--- src/rtl/ap_adder_sigmoid_pkg.sv ---
// Shared constants for the RBM activation slice: widths, saturation limits and
// the PLAN sigmoid breakpoints and offsets.
package rbm_pkg;

    localparam int DATA_W = 12;
    localparam int FRAC_W = 8;
    localparam int OUT_W  = 8;

    // |z| needs one extra bit so that |-2048| is representable.
    localparam int AW  = DATA_W + 1;
    localparam int F_W = 9;

    localparam logic signed [DATA_W-1:0] SAT_MAX = 12'sh7FF;
    localparam logic signed [DATA_W-1:0] SAT_MIN = 12'sh800;

    localparam logic [AW-1:0] BP1 = 13'd256;
    localparam logic [AW-1:0] BP2 = 13'd608;
    localparam logic [AW-1:0] BP3 = 13'd1280;

    localparam logic [F_W-1:0] OFF1 = 9'd128;
    localparam logic [F_W-1:0] OFF2 = 9'd160;
    localparam logic [F_W-1:0] OFF3 = 9'd216;
    localparam logic [F_W-1:0] ONE  = 9'd256;

endpackage

--- src/rtl/ap_adder_sigmoid_if.sv ---
// Operand/result bundle between the accumulators, this slice and the sampler.
interface ap_adder_sigmoid_if;

    logic                               in_valid;
    logic signed [rbm_pkg::DATA_W-1:0]  x;
    logic signed [rbm_pkg::DATA_W-1:0]  y;
    logic                               sum_valid;
    logic signed [rbm_pkg::DATA_W-1:0]  z;
    logic                               sg_valid;
    logic [rbm_pkg::OUT_W-1:0]          sg_out;

    modport master (
        output in_valid, x, y,
        input  sum_valid, z, sg_valid, sg_out
    );

    modport slave (
        input  in_valid, x, y,
        output sum_valid, z, sg_valid, sg_out
    );

endinterface

--- src/rtl/ap_adder_sigmoid_sigmoid.sv ---
// Combinational piecewise-linear sigmoid on a signed Q4.8 input, producing an
// unsigned Q0.8 probability; negative inputs use the mirror 1 - f(|z|).
module sigmoid
    import rbm_pkg::*;
(
    input  logic signed [DATA_W-1:0] z,
    output logic [OUT_W-1:0]         sg
);

    logic [AW-1:0]  w_zext;
    logic [AW-1:0]  w_a;
    logic [F_W-1:0] w_f;

    assign w_zext = {z[DATA_W-1], z};
    assign w_a    = z[DATA_W-1] ? (~w_zext + AW'(1)) : w_zext;

    always_comb begin
        w_f = ONE;
        if (w_a < BP1) begin
            w_f = OFF1 + F_W'(w_a >> 2);
        end else if (w_a < BP2) begin
            w_f = OFF2 + F_W'(w_a >> 3);
        end else if (w_a < BP3) begin
            w_f = OFF3 + F_W'(w_a >> 5);
        end
    end

    // Only the saturated region reaches 256, which clips to 255 on the positive side.
    always_comb begin
        sg = '0;
        if (!z[DATA_W-1]) begin
            sg = (w_f == ONE) ? {OUT_W{1'b1}} : w_f[OUT_W-1:0];
        end else begin
            sg = OUT_W'(ONE - w_f);
        end
    end

endmodule

--- src/rtl/ap_adder_sigmoid.sv ---
// Two-stage activation pipeline: saturating add of x+y, then PLAN sigmoid of
// the registered sum. No backpressure; data registers update every cycle.
module ap_adder_sigmoid
    import rbm_pkg::*;
(
    input  logic              clk,
    input  logic              rst_n,
    ap_adder_sigmoid_if.slave bus
);

    logic [DATA_W:0]          w_sum;
    logic signed [DATA_W-1:0] w_sat;
    logic [OUT_W-1:0]         w_sg;

    logic                     r_sum_valid;
    logic signed [DATA_W-1:0] r_z;
    logic                     r_sg_valid;
    logic [OUT_W-1:0]         r_sg_out;

    assign w_sum = {bus.x[DATA_W-1], bus.x} + {bus.y[DATA_W-1], bus.y};

    // Top two bits of the 13-bit sum disagree exactly when the result overflows 12 bits.
    always_comb begin
        w_sat = w_sum[DATA_W-1:0];
        if (w_sum[DATA_W:DATA_W-1] == 2'b01) begin
            w_sat = SAT_MAX;
        end else if (w_sum[DATA_W:DATA_W-1] == 2'b10) begin
            w_sat = SAT_MIN;
        end
    end

    sigmoid u_sigmoid (
        .z  (r_z),
        .sg (w_sg)
    );

    always_ff @(posedge clk or negedge rst_n) begin
        if (!rst_n) begin
            r_sum_valid <= 1'b0;
            r_z         <= '0;
            r_sg_valid  <= 1'b0;
            r_sg_out    <= '0;
        end else begin
            r_sum_valid <= bus.in_valid;
            r_z         <= w_sat;
            r_sg_valid  <= r_sum_valid;
            r_sg_out    <= w_sg;
        end
    end

    assign bus.sum_valid = r_sum_valid;
    assign bus.z         = r_z;
    assign bus.sg_valid  = r_sg_valid;
    assign bus.sg_out    = r_sg_out;

endmodule

--- src/flat_wrapper.sv ---
// flat-port wrapper written by rule: the top's interface ports become plain ports
module ap_adder_sigmoid_flat import rbm_pkg::*;
  (clk, rst_n, bus_in_valid, bus_x, bus_y, bus_sum_valid, bus_z, bus_sg_valid, bus_sg_out);
  ap_adder_sigmoid_if bus_i ();
  input  logic clk;
  input  logic rst_n;
  input wire logic [$bits(bus_i.in_valid)-1:0] bus_in_valid;
  input wire logic [$bits(bus_i.x)-1:0] bus_x;
  input wire logic [$bits(bus_i.y)-1:0] bus_y;
  output wire logic [$bits(bus_i.sum_valid)-1:0] bus_sum_valid;
  output wire logic [$bits(bus_i.z)-1:0] bus_z;
  output wire logic [$bits(bus_i.sg_valid)-1:0] bus_sg_valid;
  output wire logic [$bits(bus_i.sg_out)-1:0] bus_sg_out;
  assign bus_i.in_valid = bus_in_valid;
  assign bus_i.x = bus_x;
  assign bus_i.y = bus_y;
  assign bus_sum_valid = bus_i.sum_valid;
  assign bus_z = bus_i.z;
  assign bus_sg_valid = bus_i.sg_valid;
  assign bus_sg_out = bus_i.sg_out;
  ap_adder_sigmoid u_core (.clk(clk), .rst_n(rst_n), .bus(bus_i));
endmodule
--- config.mk ---
export PLATFORM = sky130hd
export DESIGN_NAME = ap_adder_sigmoid_flat
export DESIGN_NICKNAME = d
export VERILOG_FILES = /design/src/rtl/ap_adder_sigmoid_pkg.sv /design/src/rtl/ap_adder_sigmoid_if.sv /design/src/rtl/ap_adder_sigmoid_sigmoid.sv /design/src/rtl/ap_adder_sigmoid.sv /design/src/flat_wrapper.sv
export SDC_FILE = /design/constraint.sdc
export NUM_CORES = 1
export LEC_CHECK = 0
export BUFFER_PORTS_ARGS = -buffer_cell sky130_fd_sc_hd__buf_2
export CAP_MARGIN = 0
export CORE_MARGIN = 4
export CORE_UTILIZATION = 54
export DETAILED_ROUTE_END_ITERATION = 8
export PLACE_DENSITY = 0.88
export RECOVER_POWER = 25
export SLEW_MARGIN = 20
export SYNTH_ARGS = -nofsm -noshare
export SYNTH_HDL_FRONTEND = slang
export SYNTH_SLANG_ARGS = --single-unit
--- constraint.sdc ---
create_clock -name clk -period 3.8 [get_ports clk]
set_input_delay 0.57 -clock clk [delete_from_list [all_inputs] [get_ports clk]]
set_output_delay 0.57 -clock clk [all_outputs]
set_load 0.03 [all_outputs]
==> summary.txt <==
status = completed
Post-synth EDFFs = 0
Fmax = 270.4 MHz
antenna diode count = 0
worst setup path class = register to register
CP Capture Type = register
CTS Buffer Depth = 2
num rows = 22
#FFs+latches synth = 22
placed instance area = 2407 µm²
I/O pin cnt = 49
mean area per synthesized cell = 8.618 µm²
slew margin rel. = 27.65%
Max stage delay cell, worst path = or4_4
Max-Cap Viols = 0
Final Max Slew Viols = 0
r2r setup slk = 0.10 ns
Total Nets Final = 336
largest net degree at the start of global routing = 23
synth warn = 0
pwr dens = 681.4 nW/µm²
sequential element share of the synthesized area = 26.62%
CP Max Fanout = 6
Skew-Pair Late Insertion Delay = 0.26 ns
final worst path period share = 97.31%
Root Buffer = clkbuf_8
Area growth syn-to-layout = 19.96%
Fin Clk Skew = 0.003153 ns
crit-path most repeated cell = inv_1
setup violators final = 0
cell family with most CP delay = simple AND/OR/NAND/NOR gates
final hold violation count = 0
Post-Route WL = 5174 µm
Clk pwr share = 8.5%
hold path startpoint = u_core.bus.sum_valid$_DFF_PN0_
number of cells produced by synthesis = 240
DR vias = 2073
Worst-path clk slew = 0.08 ns
share of layout cells above drive strength 1 = 30.03%
worst r2r src = u_core.bus.z[2]$_DFF_PN0_
Remaining Overflow, GRT = 0
core area = 3689 µm²
combinational share of power = 67.9%
fin crit period = 3.698 ns
CTS tree = built
r2r endpoint = u_core.bus.sg_out[2]$_DFF_PN0_
Mapped Nets = 281
design area = 2481 µm²
WL/cell = 15.17 µm
placed insts = 336
crit path DAT = 3.88 ns
Reg power frac = 23.6%
Num CTS Buffers = 3
sw frac = 50.07%
clk sinks = 22
Async SR Flop Fraction = 100.0%
Routed Antenna Nets = 0
NetSw = 0.8464 mW
Post-DP HPWL = 4120 µm
number of port buffers = 48
hold path cells = 0
All-Layer GR Usage = 21.08%
first-pass GRT wire length = 8618 µm
vias per cell = 6.079
worst path required time = 3.98 ns
count of cell types in the netlist = 63
chip height = 69.89 µm
Die X = 69.89 µm
Max rail drop VDD = 268.0 µV
# DRC = 0
antenna violations before repair = 0
Critical path buffers and inverters = 3
worst-path cell chain = buf_4, or3_1, o21ai_2, o211a_1, o32ai_4, or2_4, a32o_1, inv_1, ha_4, inv_1, a2111o_1, or4_4, and2_4, a22oi_2
leakage = 1.095 nW
vias in the first global route = 1952
Min-Delay Endpoint = u_core.bus.sg_valid$_DFF_PN0_
Slew @ Worst Pin = 1.085 ns
H-tree depth = 1
Worst Setup Start Kind = register
Worst Reg2Reg Path Length in Cells = 14
DRT iter0 DRCs = 203
CP peak stage delay = 0.51 ns
post-route non-filler standard cell count = 341
worst min-delay path class = register to register
First-pass DRT Iterations = 4
Top FF cell, synth = dfrtp_1
mapped cell area = 2068 µm²
full die area = 4884 µm²
internal power = 0.8442 mW
RePlAce Congestion = 1.016
starting density of the core = 56.07%
-- final cells by class --
class                           instances  area (µm²)
Clock buffer                            3       41.29
Fill cell                             305        1207
Inverter                               14       52.55
Multi-Input combinational cell        193        1439
Sequential cell                        22       551.8
Tap cell                               48       60.06
Timing Repair Buffer                   61       336.6
-- what timing repair did --
action / in CTS / in global routing
setup endpoints to repair: 4 / 4
pin swaps: 1 / 4
hold buffers: 0 / 0
resized for setup: 0 / 5
setup buffers: 1 / 1
-- layout by cell type (no fill, tap or decap), types with 3 or more instances in the layout --
cell | synthesis | routed
o21ai_2 | 3 | 3
clkbuf_8 | 0 | 3
nor2_1 | 15 | 14
inv_1 | 14 | 14
xor2_1 | 4 | 4
o21ai_0 | 21 | 21
a21o_1 | 3 | 3
nand2_1 | 14 | 14
xnor2_1 | 14 | 14
or2_2 | 5 | 5
nand3_1 | 4 | 4
nor3_1 | 5 | 5
buf_4 | 0 | 13
a21oi_1 | 27 | 27
ha_1 | 13 | 12
buf_2 | 2 | 47
or3_1 | 3 | 3
o2bb2ai_1 | 3 | 3
dfrtp_1 | 22 | 21
a32o_1 | 3 | 3
-- cell families (layout without fill, tap and decap cells) --
family | count (synthesis) | in the layout | share of synthesized area (%)
AOI/OAI and AO/OA | 95 | 95 | 33.52
muxes | 2 | 2 | 0.9680
adders and majority gates | 14 | 14 | 8.833
DFF | 22 | 22 | 26.62
and+or+nand+nor | 64 | 64 | 17.79
xor gates and xnor gates | 18 | 18 | 7.622
buffers and inverters | 25 | 78 | 4.658
-- cells in the mapped netlist, drive strengths merged (6+ instances only) --
library cell	number	share of area [%]
o21ai	24	6.4
nand2	14	2.5
nor2	15	2.7
or2	6	1.8
a21oi	27	6.5
xnor2	14	5.9
clkbuf	9	1.6
dfrtp	22	27
inv	14	2.5
ha	13	7.9
nor3	6	1.7
-- sequential cells by signal, summed over array words and instances, names as in the netlist --
register / flops
u_core.bus.sum_valid: 1
u_core.bus.sg_valid: 1
u_core.bus.z: 12
u_core.bus.sg_out: 8
-- per-stage QoR --
step	setup WS (ns)	hold slack, ns	power (mW)	TNS (ns)	utilization, %
detailed placement	-0.04483	0.3638	1.493	-0.06504	65.26
floorplan	0.1569	0.2744	1.220	0	-
global placement	0.1083	0.3614	1.474	0	65.26
finish	0.1021	0.3759	1.691	0	67.27
CTS	0.09399	0.2685	1.640	0	66.59
global route	-0.06286	0.3905	1.820	-0.1538	67.27
-- how the worst max path moves through the flow --
stage	cells past startpoint	end	startpoint
CTS	13	u_core.bus.sg_out[2]$_DFF_PN0_	u_core.bus.z[3]$_DFF_PN0_
finish	14	u_core.bus.sg_out[2]$_DFF_PN0_	u_core.bus.z[2]$_DFF_PN0_
global route	14	u_core.bus.sg_out[2]$_DFF_PN0_	u_core.bus.z[1]$_DFF_PN0_
global placement	13	u_core.bus.sg_out[3]$_DFF_PN0_	u_core.bus.z[3]$_DFF_PN0_
floorplan	13	u_core.bus.sg_out[2]$_DFF_PN0_	u_core.bus.z[2]$_DFF_PN0_
detailed placement	13	u_core.bus.sg_out[2]$_DFF_PN0_	u_core.bus.z[3]$_DFF_PN0_
-- routing by layer --
layer / global-route usage, % / part of all wire (%) / wire length [µm]
met1: 25.36 / 39 / 2019
met4: 7.872 / 2.2 / 112
met2: 37.67 / 52 / 2685
met3: 3.165 / 6.9 / 357
met5: 0 / 0 / 0
-- power by group through the flow --
stage | Combinational (mW) | Sequential (mW) | Clock, mW
finish | 1.15 | 0.400 | 0.143
global route | 1.25 | 0.415 | 0.154
detailed placement | 1.09 | 0.400 | 0
CTS | 1.10 | 0.396 | 0.146
floorplan | 0.684 | 0.536 | 0
global placement | 1.08 | 0.397 | 0
No activity file was read; power rests on OpenSTA's default activity.
